File: src/rtl/hu_pipeline_skid_if.sv
// Valid/ready stream bundle for hu_pipeline_skid: producer side (d*) and consumer side (q*).
// master = the environment driving d/d_valid/q_ready; slave = the pipeline block.
interface hu_pipeline_skid_if #(
    parameter type regtype = bit [7:0]
) ();
    regtype d;
    logic   d_valid;
    logic   d_ready;
    regtype q;
    logic   q_valid;
    logic   q_ready;

    modport master (
        output d, d_valid, q_ready,
        input  d_ready, q, q_valid
    );

    modport slave (
        input  d, d_valid, q_ready,
        output d_ready, q, q_valid
    );
endinterface

File: src/rtl/hu_pipeline_skid.sv
// Elastic pipeline of `depth` skid-buffer stages; ready is registered per stage so q_ready never reaches d_ready.
// Optional occupancy output `count` enabled by defining HU_PIPELINE_SKID_COUNT_EN.
module hu_pipeline_skid #(
    parameter int unsigned depth = 1,
    parameter type regtype = bit [7:0],
    localparam int unsigned count_w = (depth == 0) ? 1 : $clog2(2 * depth + 1)
) (
    input logic clk,
    input logic rst_n,
    input logic clear,
    hu_pipeline_skid_if.slave bus
`ifdef HU_PIPELINE_SKID_COUNT_EN
    ,
    output logic [count_w-1:0] count
`endif
);

    if (depth == 0) begin : g_pass
        // Zero-depth build: pure wires, no state.
        logic unused;
        assign unused      = ^{clk, rst_n, clear};
        assign bus.q       = bus.d;
        assign bus.q_valid = bus.d_valid;
        assign bus.d_ready = bus.q_ready;
`ifdef HU_PIPELINE_SKID_COUNT_EN
        assign count = '0;
`endif
    end else begin : g_pipe
        regtype             main_d [depth];
        regtype             in_d   [depth];
        logic [depth-1:0]   main_v;
        logic [depth-1:0]   skid_v;
        logic [depth-1:0]   in_v;
        logic [depth-1:0]   out_rdy;

        for (genvar k = 0; k < depth; k++) begin : g_stage
            regtype main_q;
            regtype skid_q;
            logic   main_vq;
            logic   skid_vq;

            if (k == 0) begin : g_head
                assign in_d[0] = bus.d;
                assign in_v[0] = bus.d_valid;
            end else begin : g_link
                assign in_d[k]      = main_d[k-1];
                assign in_v[k]      = main_v[k-1];
                assign out_rdy[k-1] = !skid_v[k];
            end

            // Main drains (or refills from skid) whenever downstream takes it or it is empty;
            // otherwise a word offered while our ready was high lands in the skid.
            always_ff @(posedge clk or negedge rst_n) begin
                if (!rst_n) begin
                    main_q  <= '0;
                    skid_q  <= '0;
                    main_vq <= 1'b0;
                    skid_vq <= 1'b0;
                end else if (clear) begin
                    main_vq <= 1'b0;
                    skid_vq <= 1'b0;
                end else if (out_rdy[k] || !main_vq) begin
                    main_q  <= skid_vq ? skid_q : in_d[k];
                    main_vq <= skid_vq || in_v[k];
                    skid_vq <= 1'b0;
                end else if (in_v[k] && !skid_vq) begin
                    skid_q  <= in_d[k];
                    skid_vq <= 1'b1;
                end
            end

            assign main_d[k] = main_q;
            assign main_v[k] = main_vq;
            assign skid_v[k] = skid_vq;
        end

        assign out_rdy[depth-1] = bus.q_ready;
        assign bus.q            = main_d[depth-1];
        assign bus.q_valid      = main_v[depth-1];
        assign bus.d_ready      = !skid_v[0];

`ifdef HU_PIPELINE_SKID_COUNT_EN
        logic in_fire;
        logic out_fire;
        assign in_fire  = bus.d_valid && !skid_v[0];
        assign out_fire = main_v[depth-1] && bus.q_ready;

        // Occupancy tracks handshakes rather than summing flags every cycle.
        always_ff @(posedge clk or negedge rst_n) begin
            if (!rst_n) begin
                count <= '0;
            end else if (clear) begin
                count <= '0;
            end else if (in_fire && !out_fire) begin
                count <= count + count_w'(1);
            end else if (out_fire && !in_fire) begin
                count <= count - count_w'(1);
            end
        end

`ifndef SYNTHESIS
        always @(posedge clk) begin
            if (rst_n) begin
                assert (int'(count) == $countones({main_v, skid_v}));
            end
        end
`endif
`endif
    end

endmodule

File: src/flat_wrapper.sv
// flat-port wrapper written by rule: the top's interface ports become plain ports
module hu_pipeline_skid_flat 
#(
    parameter int unsigned depth = 1,
    parameter type regtype = bit [7:0],
    localparam int unsigned count_w = (depth == 0) ? 1 : $clog2(2 * depth + 1)
)
  (clk, rst_n, clear, bus_d, bus_d_valid, bus_q_ready, bus_d_ready, bus_q, bus_q_valid);
  hu_pipeline_skid_if #(.regtype(regtype)) bus_i ();
  input logic clk;
  input logic rst_n;
  input logic clear;
  input wire logic [$bits(bus_i.d)-1:0] bus_d;
  input wire logic [$bits(bus_i.d_valid)-1:0] bus_d_valid;
  input wire logic [$bits(bus_i.q_ready)-1:0] bus_q_ready;
  output wire logic [$bits(bus_i.d_ready)-1:0] bus_d_ready;
  output wire logic [$bits(bus_i.q)-1:0] bus_q;
  output wire logic [$bits(bus_i.q_valid)-1:0] bus_q_valid;
  assign bus_i.d = bus_d;
  assign bus_i.d_valid = bus_d_valid;
  assign bus_i.q_ready = bus_q_ready;
  assign bus_d_ready = bus_i.d_ready;
  assign bus_q = bus_i.q;
  assign bus_q_valid = bus_i.q_valid;
  hu_pipeline_skid #(.depth(depth), .regtype(regtype)) u_core (.clk(clk), .rst_n(rst_n), .clear(clear), .bus(bus_i));
endmodule
File: config.mk
export PLATFORM = sky130hd
export DESIGN_NAME = hu_pipeline_skid_flat
export DESIGN_NICKNAME = d
export VERILOG_FILES = /design/src/rtl/hu_pipeline_skid_if.sv /design/src/rtl/hu_pipeline_skid.sv /design/src/flat_wrapper.sv
export SDC_FILE = /design/constraint.sdc
export NUM_CORES = 1
export LEC_CHECK = 0
export BUFFER_PORTS_ARGS = -buffer_cell sky130_fd_sc_hd__buf_4
export CORE_ASPECT_RATIO = 1.1
export CORE_MARGIN = 4
export CORE_UTILIZATION = 44
export DETAILED_ROUTE_END_ITERATION = 8
export HOLD_SLACK_MARGIN = 0.05
export PLACE_DENSITY = 0.72
export SLEW_MARGIN = 20
export SYNTH_ARGS = -nofsm -noshare
export SYNTH_HDL_FRONTEND = slang
export SYNTH_SLANG_ARGS = --single-unit
File: constraint.sdc
create_clock -name clk -period 1.4 [get_ports clk]
set_clock_uncertainty 0.2 [all_clocks]
set_input_delay 0.21 -clock clk [delete_from_list [all_inputs] [get_ports clk]]
set_output_delay 0.21 -clock clk [all_outputs]
set_load 0.01 [all_outputs]
==> flow_metrics.env, run 1 <==
export IMPL_route_met2_wl_um=967
export IMPL_fin_crit_ps=1530
export IMPL_drt_pre_antenna_iters=3
export IMPL_slew_headroom=0.842
export IMPL_seq_area_frac_synth=0.580
export IMPL_drt_iter0_drc=5
export IMPL_synth_flop_cell="dfrtp_1"
export IMPL_n_antenna_cell=0
export IMPL_start_util=0.481
export IMPL_synth_edf_count=0
export IMPL_cp_required_ps=1380
export IMPL_synthArstFlopShare=1.00
export IMPL_ios=23
export IMPL_die_h_um=52.1
export IMPL_reg2reg_slack_ps=-130
export IMPL_cts_tree="built"
export IMPL_setup_viol=9
export IMPL_avgRoutedWirePerCell_um=15.5
export IMPL_synth_simple_area_share=0.0757
export IMPL_cts_buffers_inserted=3
export IMPL_fin_nets=116
export IMPL_fillerInstances=117
export IMPL_grt_pass1_vias=639
export IMPL_crit_fanout=8
export IMPL_cp_end_kind="register"
export IMPL_place_inst=101
export IMPL_via_count=627
export IMPL_tightestPinTransition_ps=238
export IMPL_cts_htree_levels=1
export IMPL_cp_data_arrival_time_ps=1500
export IMPL_drtAntennaViolNets=0
export IMPL_track_usage=0.157
export IMPL_remaining_drc_errors=0
export IMPL_synth_most_common_cell="dfrtp_1"
export IMPL_die_w_um=48.1
export IMPL_cts_buffer_depth=2
export IMPL_critical_path_class="reg2reg"
export IMPL_dieArea_um2=2500
export IMPL_ir_drop_mv=0.829
export IMPL_fin_crit_sh=1.09
export IMPL_fin_ws_ps=-126
export IMPL_rows=15
export IMPL_synth_area_mux_share=0.219
export IMPL_slew_viol_final=0
export IMPL_drive_above_1_share=0.480
export IMPL_portBuffers=22
export IMPL_synth_seq_cells=18
export IMPL_yosysTopAreaCellShare=0.580
export IMPL_synth_fp_nets=73
export IMPL_finalSetupTns_ps=-1060
export IMPL_grt_pass1_wl_mm=2.73
export IMPL_cts_sinks=18
export IMPL_max_stage_delay_ps=430
export IMPL_synth_adder_area_share=0
export IMPL_synth_top_family_by_area="multiplexers"
export IMPL_yosysWarnings=0
export IMPL_synth_common_cells="dfrtp_1 (18), o21ai_0 (16), mux2_2 (8), mux2i_1 (8)"
export IMPL_min_path_type="in2reg"
export IMPL_violations="setup timing"
export IMPL_syn_area_um2=777
export IMPL_power_uw=1280
export IMPL_fin_cells=119
export IMPL_cp_start_kind="register"
export IMPL_synth_largest_area_cell="dfrtp_1"
export IMPL_netlist_instances=60
export IMPL_rsz0062_at_grt="true"
export IMPL_clkLatencyLatePin_ps=290
export IMPL_ys_top_cells_by_area="dfrtp_1 (58%), mux2_2 (12%), mux2i_1 (10%)"
export IMPL_place_detailed_hpwl_mm=1.08
export IMPL_syn_avg_cell_area_um2=12.9
export IMPL_drv_cap=0
export IMPL_whs_ps=79.0
export IMPL_wirelength_met1_um=768
export IMPL_status="complete, but fails checks"
export IMPL_cp_slowest_cell="dfrtp_1"
export IMPL_cts_root_buf="clkbuf_4"
export IMPL_max_freq_mhz=655
export IMPL_wl_met3_um=103
export IMPL_finalHoldViolations=0
export IMPL_grt_overflow=0
export IMPL_grt_max_degree=19
export IMPL_synth_compound_area_frac=0.110
export IMPL_highest_layer="met4"
export IMPL_ys_types=14
export IMPL_cts_reportedPaths_clkPinSlew_ps=110
export IMPL_power_density_nw_per_um2=1040
export IMPL_fp_coreArea_um2=1610
export IMPL_synth_xor_area_share=0
export IMPL_leakage_uw=0.000557
export IMPL_area_delta_synth_final_pct=57.6
export IMPL_drt_wl_total_mm=1.85
export IMPL_cp_cell_sequence="nor4b_4 > buf_6 > mux2_4"
export IMPL_gp_congestion=0.790
export IMPL_vias_per_cell=5.27
export IMPL_antenna_found_initial=0
-- final timing paths --
check,from,endpoint,cells after the start
worst min register to register,u_core.bus.q[7]$_DFFE_PN0P_,u_core.bus.q[7]$_DFFE_PN0P_,2
min in group asynchronous,rst_n,u_core.g_pipe.g_stage[0].skid_vq$_DFFE_PN0P_,2
worst min-delay path,clear,u_core.g_pipe.g_stage[0].skid_vq$_DFFE_PN0P_,3
worst max-delay path,u_core.g_pipe.g_stage[0].skid_vq$_DFFE_PN0P_,u_core.g_pipe.g_stage[0].skid_q[3]$_DFFE_PN0P_,3
worst max register to register,u_core.g_pipe.g_stage[0].skid_vq$_DFFE_PN0P_,u_core.g_pipe.g_stage[0].skid_q[3]$_DFFE_PN0P_,3
max in group asynchronous,rst_n,u_core.bus.q[7]$_DFFE_PN0P_,2
-- power breakdown --
part	switching (uW)	internal (uW)
Combinational	109	197
Sequential	47.3	609
Clock	158	158
-- critical path, delay by kind of cell (launching register included) --
kind,cells,cell delay (ps)
buffers and inverters,1,200
flip-flops,1,430
multiplexers,1,310
AND/OR/NAND/NOR,1,270
-- placed cells by master, fill, tap and decap left out --
| cell | n |
|---|---|
| mux2_4 | 8 |
| clkbuf_4 | 3 |
| nor2_2 | 1 |
| o21ai_1 | 4 |
| mux2i_2 | 1 |
| buf_6 | 4 |
| dfrtp_1 | 18 |
| dlygate4sd3_1 | 10 |
| nor2b_4 | 1 |
| o21ai_0 | 12 |
| nand2b_4 | 1 |
| clkbuf_8 | 1 |
| nor3_1 | 1 |
| mux2i_1 | 7 |
| buf_12 | 1 |
| nor4b_4 | 1 |
| nand2b_2 | 1 |
| inv_2 | 1 |
| a21oi_1 | 1 |
| buf_4 | 25 |
-- final cells by class --
| class | count | area (um2) | share of cell area |
|---|---|---|---|
| flip-flops and latches | 18 | 450 | 0.368 |
| clock buffers | 4 | 36.3 | 0.0296 |
| multi-input cells | 39 | 360 | 0.294 |
| repair buffers | 40 | 353 | 0.288 |
| well taps | 17 | 21.3 | 0.0174 |
| inverters | 1 | 3.75 | 0.00306 |
-- repair_timing --
item / 4_1_cts / 5_1_grt
hold endpoints to repair: 36 / 0
resized for setup: 9 / 16
setup buffers: 4 / 0
hold buffers: 10 / 0
endpoints found under the setup margin: 16 / 20
pin swaps: 0 / 2
-- kinds of logic after synthesis --
group | count (synthesis)
mux | 16
buf+inv | 3
flops | 18
compound gates | 17
simple gates | 6
-- routing by layer --
| layer | up-vias | track usage |
|---|---|---|
| li1 | 298 | - |
| met1 | 310 | 0.181 |
| met2 | 17 | 0.278 |
| met3 | 2 | 0.0208 |
| met4 | 0 | 0.0673 |
| met5 | - | 0 |
-- sequential cells by signal, indices dropped and copies added, names as in the netlist --
name,cells
u_core.bus.q,8
u_core.bus.q_valid,1
u_core.g_pipe.g_stage.skid_q,8
u_core.g_pipe.g_stage.skid_vq,1
-- metrics by stage --
| stage | setup slack, ps | cell area (um2) | util |
|---|---|---|---|
| 2_1_floorplan | -219 | 777 | - |
| 3_3_place_gp | -130 | 985 | 0.610 |
| 3_5_place_dp | -159 | 985 | 0.610 |
| 4_1_cts | -141 | 1180 | 0.730 |
| 5_1_grt | -189 | 1220 | 0.759 |
| 6_report | -126 | 1220 | 0.759 |
Note: power is estimated with default switching activity, not from simulation.
==> run 2, diff against run 1 <==
--- a/config.mk
+++ b/config.mk
@@ -6,12 +6,14 @@
 export NUM_CORES = 1
 export LEC_CHECK = 0
 export BUFFER_PORTS_ARGS = -buffer_cell sky130_fd_sc_hd__buf_4
+export CELL_PAD_IN_SITES_DETAIL_PLACEMENT = 1
+export CELL_PAD_IN_SITES_GLOBAL_PLACEMENT = 1
 export CORE_ASPECT_RATIO = 1.1
 export CORE_MARGIN = 4
-export CORE_UTILIZATION = 44
+export CORE_UTILIZATION = 34
 export DETAILED_ROUTE_END_ITERATION = 8
 export HOLD_SLACK_MARGIN = 0.05
-export PLACE_DENSITY = 0.72
+export PLACE_DENSITY_LB_ADDON = 0.1
 export SLEW_MARGIN = 20
 export SYNTH_ARGS = -nofsm -noshare
 export SYNTH_HDL_FRONTEND = slang
==> flow_metrics.env, run 2 (synthesis results as in run 1) <==
export IMPL_drive_above_1_share=0.566
export IMPL_cp_data_arrival_time_ps=1560
export IMPL_clkLatencyLatePin_ps=290
export IMPL_violations="setup timing"
export IMPL_slew_viol_final=0
export IMPL_power_density_nw_per_um2=958
export IMPL_max_freq_mhz=633
export IMPL_grt_busiest_layer="met2"
export IMPL_fillerInstances=217
export IMPL_cp_start_kind="register"
export IMPL_drtAntennaViolNets=0
export IMPL_grt_pass1_wl_mm=3.55
export IMPL_mostFrequentLayoutCells="buf_4 (27), dfrtp_1 (18), dlygate4sd3_1 (10)"
export IMPL_ios=23
export IMPL_grt_pass1_vias=721
export IMPL_start_util=0.373
export IMPL_rsz0062_at_grt="true"
export IMPL_portBuffers=22
export IMPL_n_antenna_cell=0
export IMPL_seq_area_um2=450
export IMPL_dieArea_um2=3110
export IMPL_seqPwrFrac=0.532
export IMPL_cp_required_ps=1380
export IMPL_max_stage_delay_ps=430
export IMPL_cp_slowest_cell="dfrtp_1"
export IMPL_crit_fanout=4
export IMPL_vias_per_cell=5.06
export IMPL_cts_reportedPaths_clkPinSlew_ps=100
export IMPL_cp_cell_sequence="nand2b_4 > nor4b_4 > buf_4 > mux2_4"
export IMPL_cts_sinks=18
export IMPL_placed_area_um2=1010
export IMPL_ir_drop_mv=0.850
export IMPL_track_usage=0.162
export IMPL_drt_wl_total_mm=2.78
export IMPL_remaining_drc_errors=0
export IMPL_leakage_uw=0.000588
export IMPL_gr_usage_met3=0.0308
export IMPL_sw_frac_of_total=0.282
export IMPL_pwr_share_comb=0.266
export IMPL_tightestPinTransition_ps=251
export IMPL_path_delay_family="flip-flops"
export IMPL_fin_crit_sh=1.13
export IMPL_cts_buffer_depth=2
export IMPL_critical_path_class="reg2reg"
export IMPL_cp_num_buf_inv=1
export IMPL_gp_congestion=0.676
export IMPL_final_area_um2=1330
export IMPL_cts_buffers_inserted=3
export IMPL_rows=17
export IMPL_met2_usage=0.275
export IMPL_drt_pre_antenna_iters=4
export IMPL_status="complete, but fails checks"
export IMPL_cp_end_kind="register"
export IMPL_via_count=678
export IMPL_intPower_uw=913
export IMPL_cts_htree_levels=1
export IMPL_cts_tree="built"
export IMPL_clockPowerShare=0.202
export IMPL_min_path_type="in2reg"
export IMPL_fin_crit_ps=1580
export IMPL_utilization=0.637
export IMPL_place_detailed_hpwl_mm=1.34
export IMPL_antenna_found_initial=0
export IMPL_multiInputGateArea_um2=400
export IMPL_area_delta_synth_final_pct=70.9
export IMPL_setup_viol=20
export IMPL_final_common_cell="buf_4"
export IMPL_fin_nets=121
export IMPL_power_switching_uw=359
export IMPL_grt_max_degree=19
export IMPL_power_uw=1270
export IMPL_grt_overflow=0
export IMPL_drv_cap=0
export IMPL_slew_headroom=0.832
export IMPL_die_w_um=53.6
export IMPL_fp_coreArea_um2=2080
export IMPL_use_met1=0.187
export IMPL_drt_iter0_drc=9
export IMPL_fin_ws_ps=-180
export IMPL_die_h_um=58.1
export IMPL_finalHoldViolations=0
export IMPL_avgRoutedWirePerCell_um=20.8
export IMPL_cts_root_buf="clkbuf_4"
-- run 2: cell count changes in the layout (fill, tap and decap cells not counted), moves of 3 or more --
cell     change
mux2_2       +4
mux2_4       -4
o21ai_0      -8
o21ai_1      +5
o21ai_2      +3
-- run 2: power groups by stage --
stage               registers, uW  clock network [uW]  logic, uW
detailed placement            667                   0        235
global route                  684                 309        366
finish                        676                 257        338
floorplan                     669                   0        103
global placement              662                   0        228
CTS                           657                 260        287
-- run 2: tightest hold or removal path: cells and delay by family --
family	cells	cell delay, ps
buffers and inverters	2	300
AO/OA/AOI/OAI	1	50
-- run 2: what timing repair did --
item	in CTS	in global routing
endpoints found under the hold margin	34	0
hold buffers	10	0
gates cloned	0	1
pin swaps	1	5
setup endpoints to repair	18	20
setup buffers	4	4
gates resized for setup	13	30
-- run 2: through the flow --
stage               TNS [ps]  hold slack (ps)  worst slack [ps]  cells
floorplan              -1750             -286              -219     60
global placement       -1680             -105              -123    114
detailed placement     -2150             -109              -159    114
CTS                    -1180             72.5              -147    130
global route           -3440             79.7              -252    134
finish                 -2280              100              -180    134
-- run 2: worst paths after layout --
check | start | endpoint | cells past startpoint | slack [ps]
min in group asynchronous | rst_n | u_core.bus.q[3]$_DFFE_PN0P_ | 2 | 120
worst max register to register | u_core.bus.q_valid$_DFFE_PN0P_ | u_core.g_pipe.g_stage[0].skid_q[7]$_DFFE_PN0P_ | 4 | -180
worst min register to register | u_core.bus.q[5]$_DFFE_PN0P_ | u_core.bus.q[5]$_DFFE_PN0P_ | 2 | 310
worst min-delay path | clear | u_core.bus.q_valid$_DFFE_PN0P_ | 3 | 100
worst max-delay path | u_core.bus.q_valid$_DFFE_PN0P_ | u_core.g_pipe.g_stage[0].skid_q[7]$_DFFE_PN0P_ | 4 | -180
max in group asynchronous | rst_n | u_core.g_pipe.g_stage[0].skid_q[5]$_DFFE_PN0P_ | 2 | 680
-- run 2: per-layer routing --
| layer | vias up | wire length [um] |
|---|---|---|
| li1 | 309 | - |
| met1 | 341 | 1070 |
| met2 | 22 | 1530 |
| met3 | 6 | 131 |
| met4 | 0 | 55 |
| met5 | - | 0 |
-- run 2: layout make-up --
class                           instances  area share
Timing Repair Buffer                   45       0.313
Sequential cell                        18       0.339
Tap cell                               28      0.0264
Inverter                                1     0.00283
Clock buffer                            3      0.0170
Multi-Input combinational cell         39       0.302
==> run 3, diff against run 2 <==
--- a/config.mk
+++ b/config.mk
@@ -5,12 +5,13 @@
 export SDC_FILE = /design/constraint.sdc
 export NUM_CORES = 1
 export LEC_CHECK = 0
+export ABC_AREA = 1
 export BUFFER_PORTS_ARGS = -buffer_cell sky130_fd_sc_hd__buf_4
 export CELL_PAD_IN_SITES_DETAIL_PLACEMENT = 1
 export CELL_PAD_IN_SITES_GLOBAL_PLACEMENT = 1
 export CORE_ASPECT_RATIO = 1.1
 export CORE_MARGIN = 4
-export CORE_UTILIZATION = 34
+export CORE_UTILIZATION = 39
 export DETAILED_ROUTE_END_ITERATION = 8
 export HOLD_SLACK_MARGIN = 0.05
 export PLACE_DENSITY_LB_ADDON = 0.1
==> constraint.sdc (replaced) <==
create_clock -name clk -period 2 [get_ports clk]
set_clock_uncertainty 0.2 [all_clocks]
set_input_delay 0.3 -clock clk [delete_from_list [all_inputs] [get_ports clk]]
set_output_delay 0.3 -clock clk [all_outputs]
set_load 0.01 [all_outputs]
==> flow_metrics.env, run 3 <==
export IMPL_status="completed"
export IMPL_whs_path_depth=3
export IMPL_area_delta_synth_final_pct=28.5
export IMPL_cts_root_buf="clkbuf_4"
export IMPL_whs_ps=55.9
export IMPL_ys_types=13
export IMPL_yosysWarnings=0
export IMPL_tightestPinTransition_ps=366
export IMPL_grt_pass1_vias=791
export IMPL_cts_tree="built"
export IMPL_syn_area_um2=865
export IMPL_drtAntennaViolNets=0
export IMPL_synth_most_common_cell="nand2_1"
export IMPL_max_freq_mhz=585
export IMPL_cts_buffer_depth=2
export IMPL_seq_area_frac_synth=0.521
export IMPL_synth_fp_nets=119
export IMPL_finalHoldViolations=0
export IMPL_portBuffers=22
export IMPL_rows=17
export IMPL_mostFrequentLayoutCells="nand2_1 (57), buf_4 (22), dfrtp_1 (18)"
export IMPL_final_common_cell="nand2_1"
export IMPL_die_h_um=57.4
export IMPL_vias_per_cell=4.68
export IMPL_clkLatencyLatePin_ps=290
export IMPL_via_count=753
export IMPL_fp_coreArea_um2=2060
export IMPL_crit_fanout=11
export IMPL_synth_common_cells="nand2_1 (57), dfrtp_1 (18), o21ai_0 (9), nand3_1 (8)"
export IMPL_yosysTopAreaCellShare=0.521
export IMPL_synthArstFlopShare=1.00
export IMPL_remaining_drc_errors=0
export IMPL_cp_start_kind="register"
export IMPL_leakage_uw=0.000606
export IMPL_synth_seq_cells=18
export IMPL_fin_crit_ps=1710
export IMPL_cts_reportedPaths_clkPinSlew_ps=110
export IMPL_finalSetupTns_ps=0
export IMPL_fin_crit_sh=0.855
export IMPL_antenna_found_initial=0
export IMPL_synth_largest_area_cell="dfrtp_1"
export IMPL_grt_overflow=0
export IMPL_drt_iter0_drc=10
export IMPL_synth_edf_count=0
export IMPL_die_w_um=52.9
export IMPL_min_path_type="in2reg"
export IMPL_power_density_nw_per_um2=734
export IMPL_cts_sinks=18
export IMPL_netlist_instances=106
export IMPL_avgRoutedWirePerCell_um=12.7
export IMPL_slew_viol_final=0
export IMPL_cts_htree_levels=1
export IMPL_dieArea_um2=3030
export IMPL_grt_pass1_wl_mm=3.57
export IMPL_drive_above_1_share=0.241
export IMPL_place_detailed_hpwl_mm=1.59
export IMPL_ir_drop_mv=0.322
export IMPL_cp_data_arrival_time_ps=1210
export IMPL_ff2ff_path_depth=4
export IMPL_syn_avg_cell_area_um2=8.16
export IMPL_setup_viol=0
export IMPL_ios=23
export IMPL_drt_pre_antenna_iters=4
export IMPL_cp_required_ps=1500
export IMPL_ys_top_cells_by_area="dfrtp_1 (52%), nand2_1 (25%), o21ai_0 (5.2%)"
export IMPL_gp_congestion=0.791
export IMPL_grt_max_degree=19
export IMPL_cts_buffers_inserted=3
export IMPL_track_usage=0.157
export IMPL_drv_cap=0
export IMPL_cp_end_kind="output port"
export IMPL_n_antenna_cell=0
export IMPL_start_util=0.419
export IMPL_fin_nets=148
export IMPL_synth_flop_cell="dfrtp_1"
export IMPL_rsz0062_at_grt="false"
export IMPL_slew_headroom=0.756
export IMPL_drt_wl_total_mm=2.05
export IMPL_critical_path_class="reg2out"
[run 3: changes by cell type after synthesis, moves of 2 or more]
cell and change:
inv_1 +2, nand3_1 +8, mux2_2 -8, mux2i_1 -8
o21ai_0 -7, inv_2 +2, nand2_1 +57, nor2_4 +3
[run 3: per-stage QoR]
step,total power (uW),util,area (um2),setup slack (ps),cells
after CTS,827,0.539,1110,279,161
final,816,0.539,1110,289,161
after floorplan,549,-,865,815,106
after detailed placement,640,0.508,1050,579,154
after global routing,873,0.539,1110,186,161
after global placement,633,0.508,1050,639,154
[run 3: critical path: stages, from the launching register on]
cell	delay [ps]
dfrtp_1	570
inv_2	170
buf_4	180
[run 3: cell type report]
class                           count  area [um2]
Clock buffer                        3        22.5
Fill cell                         272         952
Inverter                            5        18.8
Multi-Input combinational cell     81         379
Sequential cell                    18         450
Tap cell                           28        35.0
Timing Repair Buffer               26         205
[run 3: layer usage]
metal	share of wire	GRT usage
met1	0.46	0.205
met2	0.48	0.261
met3	0.051	0.0313
met4	0.0088	0.0438
met5	0	0
[run 3: where the power goes]
part	switching (uW)	leakage, uW	internal, uW
Combinational	95.3	0.000366	81.2
Sequential	34.9	0.000226	424
Clock	111	0.0000138	70.0
[run 3: logic make-up after synthesis]
group,synth area share
compound gates,0.0579
buf+inv,0.0405
flops,0.521
simple gates,0.381
[run 3: path summary, 6_finish.rpt]
check	slack [ps]	start	end
worst max-delay path	290	u_core.g_pipe.g_stage[0].skid_vq$_DFFE_PN0P_	bus_d_ready
worst min-delay path	60	bus_d[2]	u_core.g_pipe.g_stage[0].skid_q[2]$_DFFE_PN0P_
worst max register to register	580	u_core.g_pipe.g_stage[0].skid_vq$_DFFE_PN0P_	u_core.g_pipe.g_stage[0].skid_q[3]$_DFFE_PN0P_
worst min register to register	290	u_core.g_pipe.g_stage[0].skid_q[1]$_DFFE_PN0P_	u_core.g_pipe.g_stage[0].skid_q[1]$_DFFE_PN0P_
max in group asynchronous	1200	rst_n	u_core.bus.q[1]$_DFFE_PN0P_
min in group asynchronous	210	rst_n	u_core.g_pipe.g_stage[0].skid_q[7]$_DFFE_PN0P_
[run 3: what timing repair did]
| item | 4_1_cts | 5_1_grt |
|---|---|---|
| buffers inserted | 0 | 0 |
| gates resized for setup | 0 | 0 |
| endpoints found under the hold margin | 21 | 0 |
| hold buffers | 4 | 0 |
